==> config.mk <==
export PLATFORM = sky130hd
export DESIGN_NAME = fp32_tx_scheduler
export DESIGN_NICKNAME = d
export VERILOG_FILES = /design/src/rtl/fp32_tx_scheduler.sv
export SDC_FILE = /design/constraint.sdc
export NUM_CORES = 1
export LEC_CHECK = 0
export ABC_AREA = 1
export CAP_MARGIN = 20
export CELL_PAD_IN_SITES_DETAIL_PLACEMENT = 0
export CELL_PAD_IN_SITES_GLOBAL_PLACEMENT = 1
export CORE_ASPECT_RATIO = 1.4
export CORE_UTILIZATION = 29
export DETAILED_ROUTE_END_ITERATION = 16
export GPL_TIMING_DRIVEN = 0
export MAX_ROUTING_LAYER = met4
export PLACE_DENSITY_LB_ADDON = 0.08
export SETUP_SLACK_MARGIN = 0.02
export SLEW_MARGIN = 20
export SYNTH_ARGS = -nofsm -noshare
export SYNTH_HDL_FRONTEND = slang
export SYNTH_SLANG_ARGS = --single-unit
==> constraint.sdc <==
create_clock -name clk_i -period 2.8 [get_ports clk_i]
set_clock_uncertainty 0.05 [all_clocks]
set_input_delay 0.56 -clock clk_i [delete_from_list [all_inputs] [get_ports clk_i]]
set_output_delay 0.56 -clock clk_i [all_outputs]
set_load 0.005 [all_outputs]
==> src/rtl/fp32_tx_scheduler.sv <==
`default_nettype none
// ============================================================================
// Module      : fp32_tx_scheduler
// Description : Round-robin arbiter that shares one byte-wide UART TX path
//               between NUM_REQ FP32 producers. Each granted word is sent
//               as a 6-byte frame: SYNC, ID, B0..B3 (LSB first), followed
//               by an optional idle gap.
// Revision    : 1.0 - initial release
// ============================================================================
module fp32_tx_scheduler #(
    parameter int         NUM_REQ    = 4,
    parameter logic [7:0] SYNC_BYTE  = 8'hA5,
    parameter int         GAP_CYCLES = 16
) (
    input  logic                  clk_i,
    input  logic                  rst_i,
    input  logic [NUM_REQ-1:0]    req_valid_i,
    input  logic [32*NUM_REQ-1:0] req_data_i,
    output logic [NUM_REQ-1:0]    req_ready_o,
    output logic                  byte_valid_o,
    output logic [7:0]            byte_data_o,
    input  logic                  byte_ready_i,
    output logic                  busy_o,
    output logic [15:0]           frames_sent_o
);

    localparam int IDW = 2;
    localparam int GCW = (GAP_CYCLES > 1) ? $clog2(GAP_CYCLES) : 1;
    localparam logic [GCW-1:0] GAP_LOAD = GCW'((GAP_CYCLES > 0) ? GAP_CYCLES - 1 : 0);

    localparam logic [2:0] ST_IDLE = 3'd0;
    localparam logic [2:0] ST_SYNC = 3'd1;
    localparam logic [2:0] ST_ID   = 3'd2;
    localparam logic [2:0] ST_DATA = 3'd3;
    localparam logic [2:0] ST_GAP  = 3'd4;

    // The pointer doubles as the frame ID: it is loaded with the granted
    // index and does not move again until the next grant.
    logic [2:0]     state_q, state_d;
    logic [IDW-1:0] ptr_q, ptr_d;
    logic [31:0]    word_q, word_d;
    logic [1:0]     k_q, k_d;
    logic [GCW-1:0] gap_q, gap_d;
    logic [15:0]    frames_sent_q, frames_sent_d;
    logic           busy_q;

    logic           grant_found;
    logic           grant_go;
    logic [IDW-1:0] grant_idx;
    logic [IDW-1:0] cand_idx;
    logic [31:0]    grant_word;

    // Round-robin search from ptr+1 upward; walking downward lets the
    // nearest candidate overwrite farther ones.
    always_comb begin
        grant_found = 1'b0;
        grant_idx   = '0;
        cand_idx    = '0;
        for (int i = NUM_REQ; i >= 1; i--) begin
            cand_idx = IDW'((int'(ptr_q) + i) % NUM_REQ);
            if (req_valid_i[cand_idx]) begin
                grant_found = 1'b1;
                grant_idx   = cand_idx;
            end
        end
    end

    // A grant is suppressed while reset is asserted so a requester never
    // sees an accept that the FSM then drops.
    assign grant_go = (state_q == ST_IDLE) && grant_found && !rst_i;

    // Combinational one-hot accept so valid&ready completes in one cycle.
    always_comb begin
        req_ready_o = '0;
        if (grant_go) begin
            req_ready_o[grant_idx] = 1'b1;
        end
    end

    // Select the granted requester's word for capture.
    always_comb begin
        grant_word = '0;
        for (int g = 0; g < NUM_REQ; g++) begin
            if (grant_idx == IDW'(g)) begin
                grant_word = req_data_i[32*g +: 32];
            end
        end
    end

    // Frame sequencing: next-state, byte index, gap counter, frame count.
    always_comb begin
        state_d       = state_q;
        ptr_d         = ptr_q;
        word_d        = word_q;
        k_d           = k_q;
        gap_d         = gap_q;
        frames_sent_d = frames_sent_q;
        case (state_q)
            ST_IDLE: begin
                if (grant_go) begin
                    state_d = ST_SYNC;
                    ptr_d   = grant_idx;
                    word_d  = grant_word;
                end
            end
            ST_SYNC: begin
                if (byte_ready_i) state_d = ST_ID;
            end
            ST_ID: begin
                if (byte_ready_i) begin
                    state_d = ST_DATA;
                    k_d     = 2'd0;
                end
            end
            ST_DATA: begin
                if (byte_ready_i) begin
                    if (k_q == 2'd3) begin
                        frames_sent_d = frames_sent_q + 16'd1;
                        if (GAP_CYCLES == 0) begin
                            state_d = ST_IDLE;
                        end else begin
                            state_d = ST_GAP;
                            gap_d   = GAP_LOAD;
                        end
                    end else begin
                        k_d = k_q + 2'd1;
                    end
                end
            end
            ST_GAP: begin
                if (gap_q == '0) state_d = ST_IDLE;
                else             gap_d   = gap_q - 1'b1;
            end
            default: state_d = ST_IDLE;
        endcase
    end

    // Byte presented to the UART is a pure decode of the held state, so it
    // stays stable for as long as byte_ready_i is low.
    always_comb begin
        byte_valid_o = 1'b0;
        byte_data_o  = 8'h00;
        case (state_q)
            ST_SYNC: begin
                byte_valid_o = 1'b1;
                byte_data_o  = SYNC_BYTE;
            end
            ST_ID: begin
                byte_valid_o = 1'b1;
                byte_data_o  = {6'b0, ptr_q};
            end
            ST_DATA: begin
                byte_valid_o = 1'b1;
                case (k_q)
                    2'd0:    byte_data_o = word_q[7:0];
                    2'd1:    byte_data_o = word_q[15:8];
                    2'd2:    byte_data_o = word_q[23:16];
                    default: byte_data_o = word_q[31:24];
                endcase
            end
            default: ;
        endcase
    end

    // State registers; reset aborts any frame in flight.
    always_ff @(posedge clk_i) begin
        if (rst_i) begin
            state_q       <= ST_IDLE;
            ptr_q         <= IDW'(NUM_REQ - 1);
            word_q        <= '0;
            k_q           <= '0;
            gap_q         <= '0;
            frames_sent_q <= '0;
            busy_q        <= 1'b0;
        end else begin
            state_q       <= state_d;
            ptr_q         <= ptr_d;
            word_q        <= word_d;
            k_q           <= k_d;
            gap_q         <= gap_d;
            frames_sent_q <= frames_sent_d;
            busy_q        <= (state_d != ST_IDLE);
        end
    end

    assign busy_o        = busy_q;
    assign frames_sent_o = frames_sent_q;

endmodule
`default_nettype wire

==> impl_metrics.csv <==
group,metric,value,unit
setup_path,cp-end-kind,"output port",
setup_path,critPathLaunchType,"flip-flop",
placement,place_hpwl,12.5,mm
routing,drc,0,
routing,via_count,5057,
setup_path,cp.arrival,2160,ps
placement,dp_slack,-874,ps
routing,viasPerCell,4.73,
cts,cts_tree,"built",
sta,slew_headroom,58.7,%
global_routing,grt_pass1_wl,24.7,mm
finish,drive_gt1_share,12.5,%
setup_path,path_max_fanout,8,
sta,post-route-min-period,2770,ps
yosys,yosysTopAreaCell,"dfxtp_1",
yosys,yosysSeqAreaShare,28.7,%
setup_path,critPathRequiredTime,2190,ps
placement,place_congestion,0.812,
yosys,ys_ff_latch,60,
finish,num-fill-cells,1448,
power_and_ir_drop,p_total,6.46,mW
cts,clk-insertion-delay-late,320,ps
routing,ant_nets,0,
yosys,synthTopCellsByArea,"dfxtp_1, nand2_1, inv_1",
power_and_ir_drop,p_leak,2.83,nW
global_routing,grt_use_total,22.5,%
cts,clock_path_buffers,2,
routing,drtPass1Iterations,5,
cts,cts.sinks,60,
setup_path,crit_type,"reg2out",
routing,drt_first_iter_violations,205,
finish,diodes,0,
sta,fin_crit_sh,98.8,%
floorplanning,die-area,14900,um2
setup_path,worst-path-buf-inv,2,
power_and_ir_drop,ir_worst_vdd,0.402,mV
floorplanning,die_h,144,um
yosys,synth.most_common_cell,"nand2_1",
run,max_cap_viol_count,0,
finish,nets,1021,
floorplanning,initial_core_util,29.9,%
yosys,synth_edf_count,0,
yosys,ys.flop_type,"dfxtp_1",
finish,area_growth,56.8,%
sta,worstMarginPinSlew,620,ps
floorplanning,rows,51,
yosys,synth_area,4180,um2
global_routing,grt_max_degree,20,
floorplanning,core_region_area,14000,um2
routing,wire_per_inst,15.0,um
cts,ctsHoldBuffers,0,
global_routing,grt_overflow,0,
finish,final_util,46.9,%
yosys,synth_top_area_share,28.7,%
yosys,synthCells,699,
sta,rsz0062_at_grt,"true",
power_and_ir_drop,power_density,986,nW/um2
sta,finalWorstSetupSlack,32.6,ps
sta,maxSlewViolCount,0,
yosys,syn_avg_cell_area,5.98,um2
global_routing,grt_antenna_before_repair,0,
routing,wl,16.0,mm
yosys,synth.distinct_cells,35,
setup_path,slowest_stage,"clkdlybuf4s50_1",
yosys,async_reset_ff_share,0,%
placement,io_buffers,163,
setup_path,crit_path_cell_trace,"inv_1, ha_2, nand2_1, a31o_2, a31oi_1, clkdlybuf4s50_1",
hold_path,hold_path_class,"reg2reg",
yosys,yosys-top-cells-count,"nand2_1, inv_1, nor2_1",
cts,clockRootBuffer,"clkbuf_16",
cts,path_clk_slew,50,ps
setup_path,slowest_delay,550,ps
sta,setup_tns,0,ps
floorplanning,die_x,103,um
cts,cts_made_buffers,9,
floorplanning,boundaryPins,165,
sta,setup_viol_count_final,0,
setup_path,critPathTopFamily,"buffers and inverters",
cts,htree_levels,3,
yosys,yosys_warnings,0,
sta,hold_viol_final,0,
sta,whs,411,ps
global_routing,grt_pass1_vias,5005,
outcome,status,"finished, final reports clean",
sta,fmax,361,MHz
yosys,synthesis.nets,840,
## per-stage QoR
stage / cell area (um2) / std cells
4_1_cts: 6500 / 1067
3_5_place_dp: 6040 / 1047
6_report: 6560 / 1070
3_3_place_gp: 6040 / 1047
2_1_floorplan: 4180 / 699
5_1_grt: 6560 / 1070
## sequential cells by signal (all words and copies together), names as in the netlist
name           count
gap_q              4
ptr_q              2
word_q            32
state_q            3
busy_o             1
k_q                2
frames_sent_o     16
## worst min-delay path, cell delays in order, from the launching register on
cell and delay, ps:
dfxtp_1 310, nand2_1 60, nand2_1 50
## layout by cell type (no fill, tap or decap), drive strengths merged
cell	Yosys	layout
dlygate4sd2	0	3
clkbuf	18	28
nand4	39	39
nor3	10	10
buf	25	38
a22oi	2	2
o21a	1	1
o21ba	1	1
a21oi	53	53
dlymetal6s2s	0	2
bufinv	0	2
ha	6	6
o22ai	1	1
inv	78	78
nand2	211	211
clkinv	0	2
o21ai	46	46
dfxtp	60	60
nand3	47	47
a31o	3	3
nor2	82	82
a221oi	2	2
xor2	3	3
a31oi	6	6
nor3b	1	1
a211oi	2	2
o211ai	2	2
clkdlybuf4s50	0	154
## kinds of logic (layout without fill, tap and decap cells)
group | after synthesis | in the layout | share of synthesized area, %
DFF | 60 | 60 | 28.7
AOI/OAI and AO/OA | 119 | 119 | 15.7
buffers and inverters | 121 | 307 | 12.6
adders and majority gates | 6 | 6 | 1.80
and+or+nand+nor | 390 | 390 | 40.5
xor gates and xnor gates | 3 | 3 | 0.629
## per-layer routing
layer / GRT usage, % / wire length (um) / up-vias
met5: - / 0 / -
met3: 4.01 / 930 / 14
met1: 25.1 / 6750 / 2248
li1: - / - / 2637
met2: 40.6 / 8130 / 158
met4: 6.08 / 199 / 0
## what timing repair did
item,4_1_cts,5_1_grt
buffers inserted,8,3
resized for setup,52,12
hold endpoints to repair,0,0
pin swaps,4,3
endpoints found under the setup margin,11,12
## final cells by class
cell class	count	area, um2	share of cell area (%)
Tap cell	185	231	3.53
Buffer	39	246	3.76
Multi-Input combinational cell	518	2540	38.8
Clock buffer	12	267	4.07
Sequential cell	60	1200	18.4
Clock inverter	4	70.1	1.07
Inverter	78	295	4.50
Timing Repair Buffer	174	1700	25.9
## report_power, final
group / internal (mW) / switching [mW] / total, mW
combinational: 1.47 / 2.48 / 3.95
clock: 0.848 / 0.386 / 1.23
sequential: 1.10 / 0.183 / 1.28
## path summary, 6_finish.rpt
check | startpoint | to | slack (ps) | cells past startpoint
setup / recovery | k_q[1] | byte_data_o[7] | 30 | 6
hold reg to reg | word_q[24] | word_q[24] | 410 | 2
setup reg to reg | state_q[2] | frames_sent_o[15] | 460 | 10
hold / removal | word_q[24] | word_q[24] | 410 | 2
No activity file was read; power rests on OpenSTA's default activity.
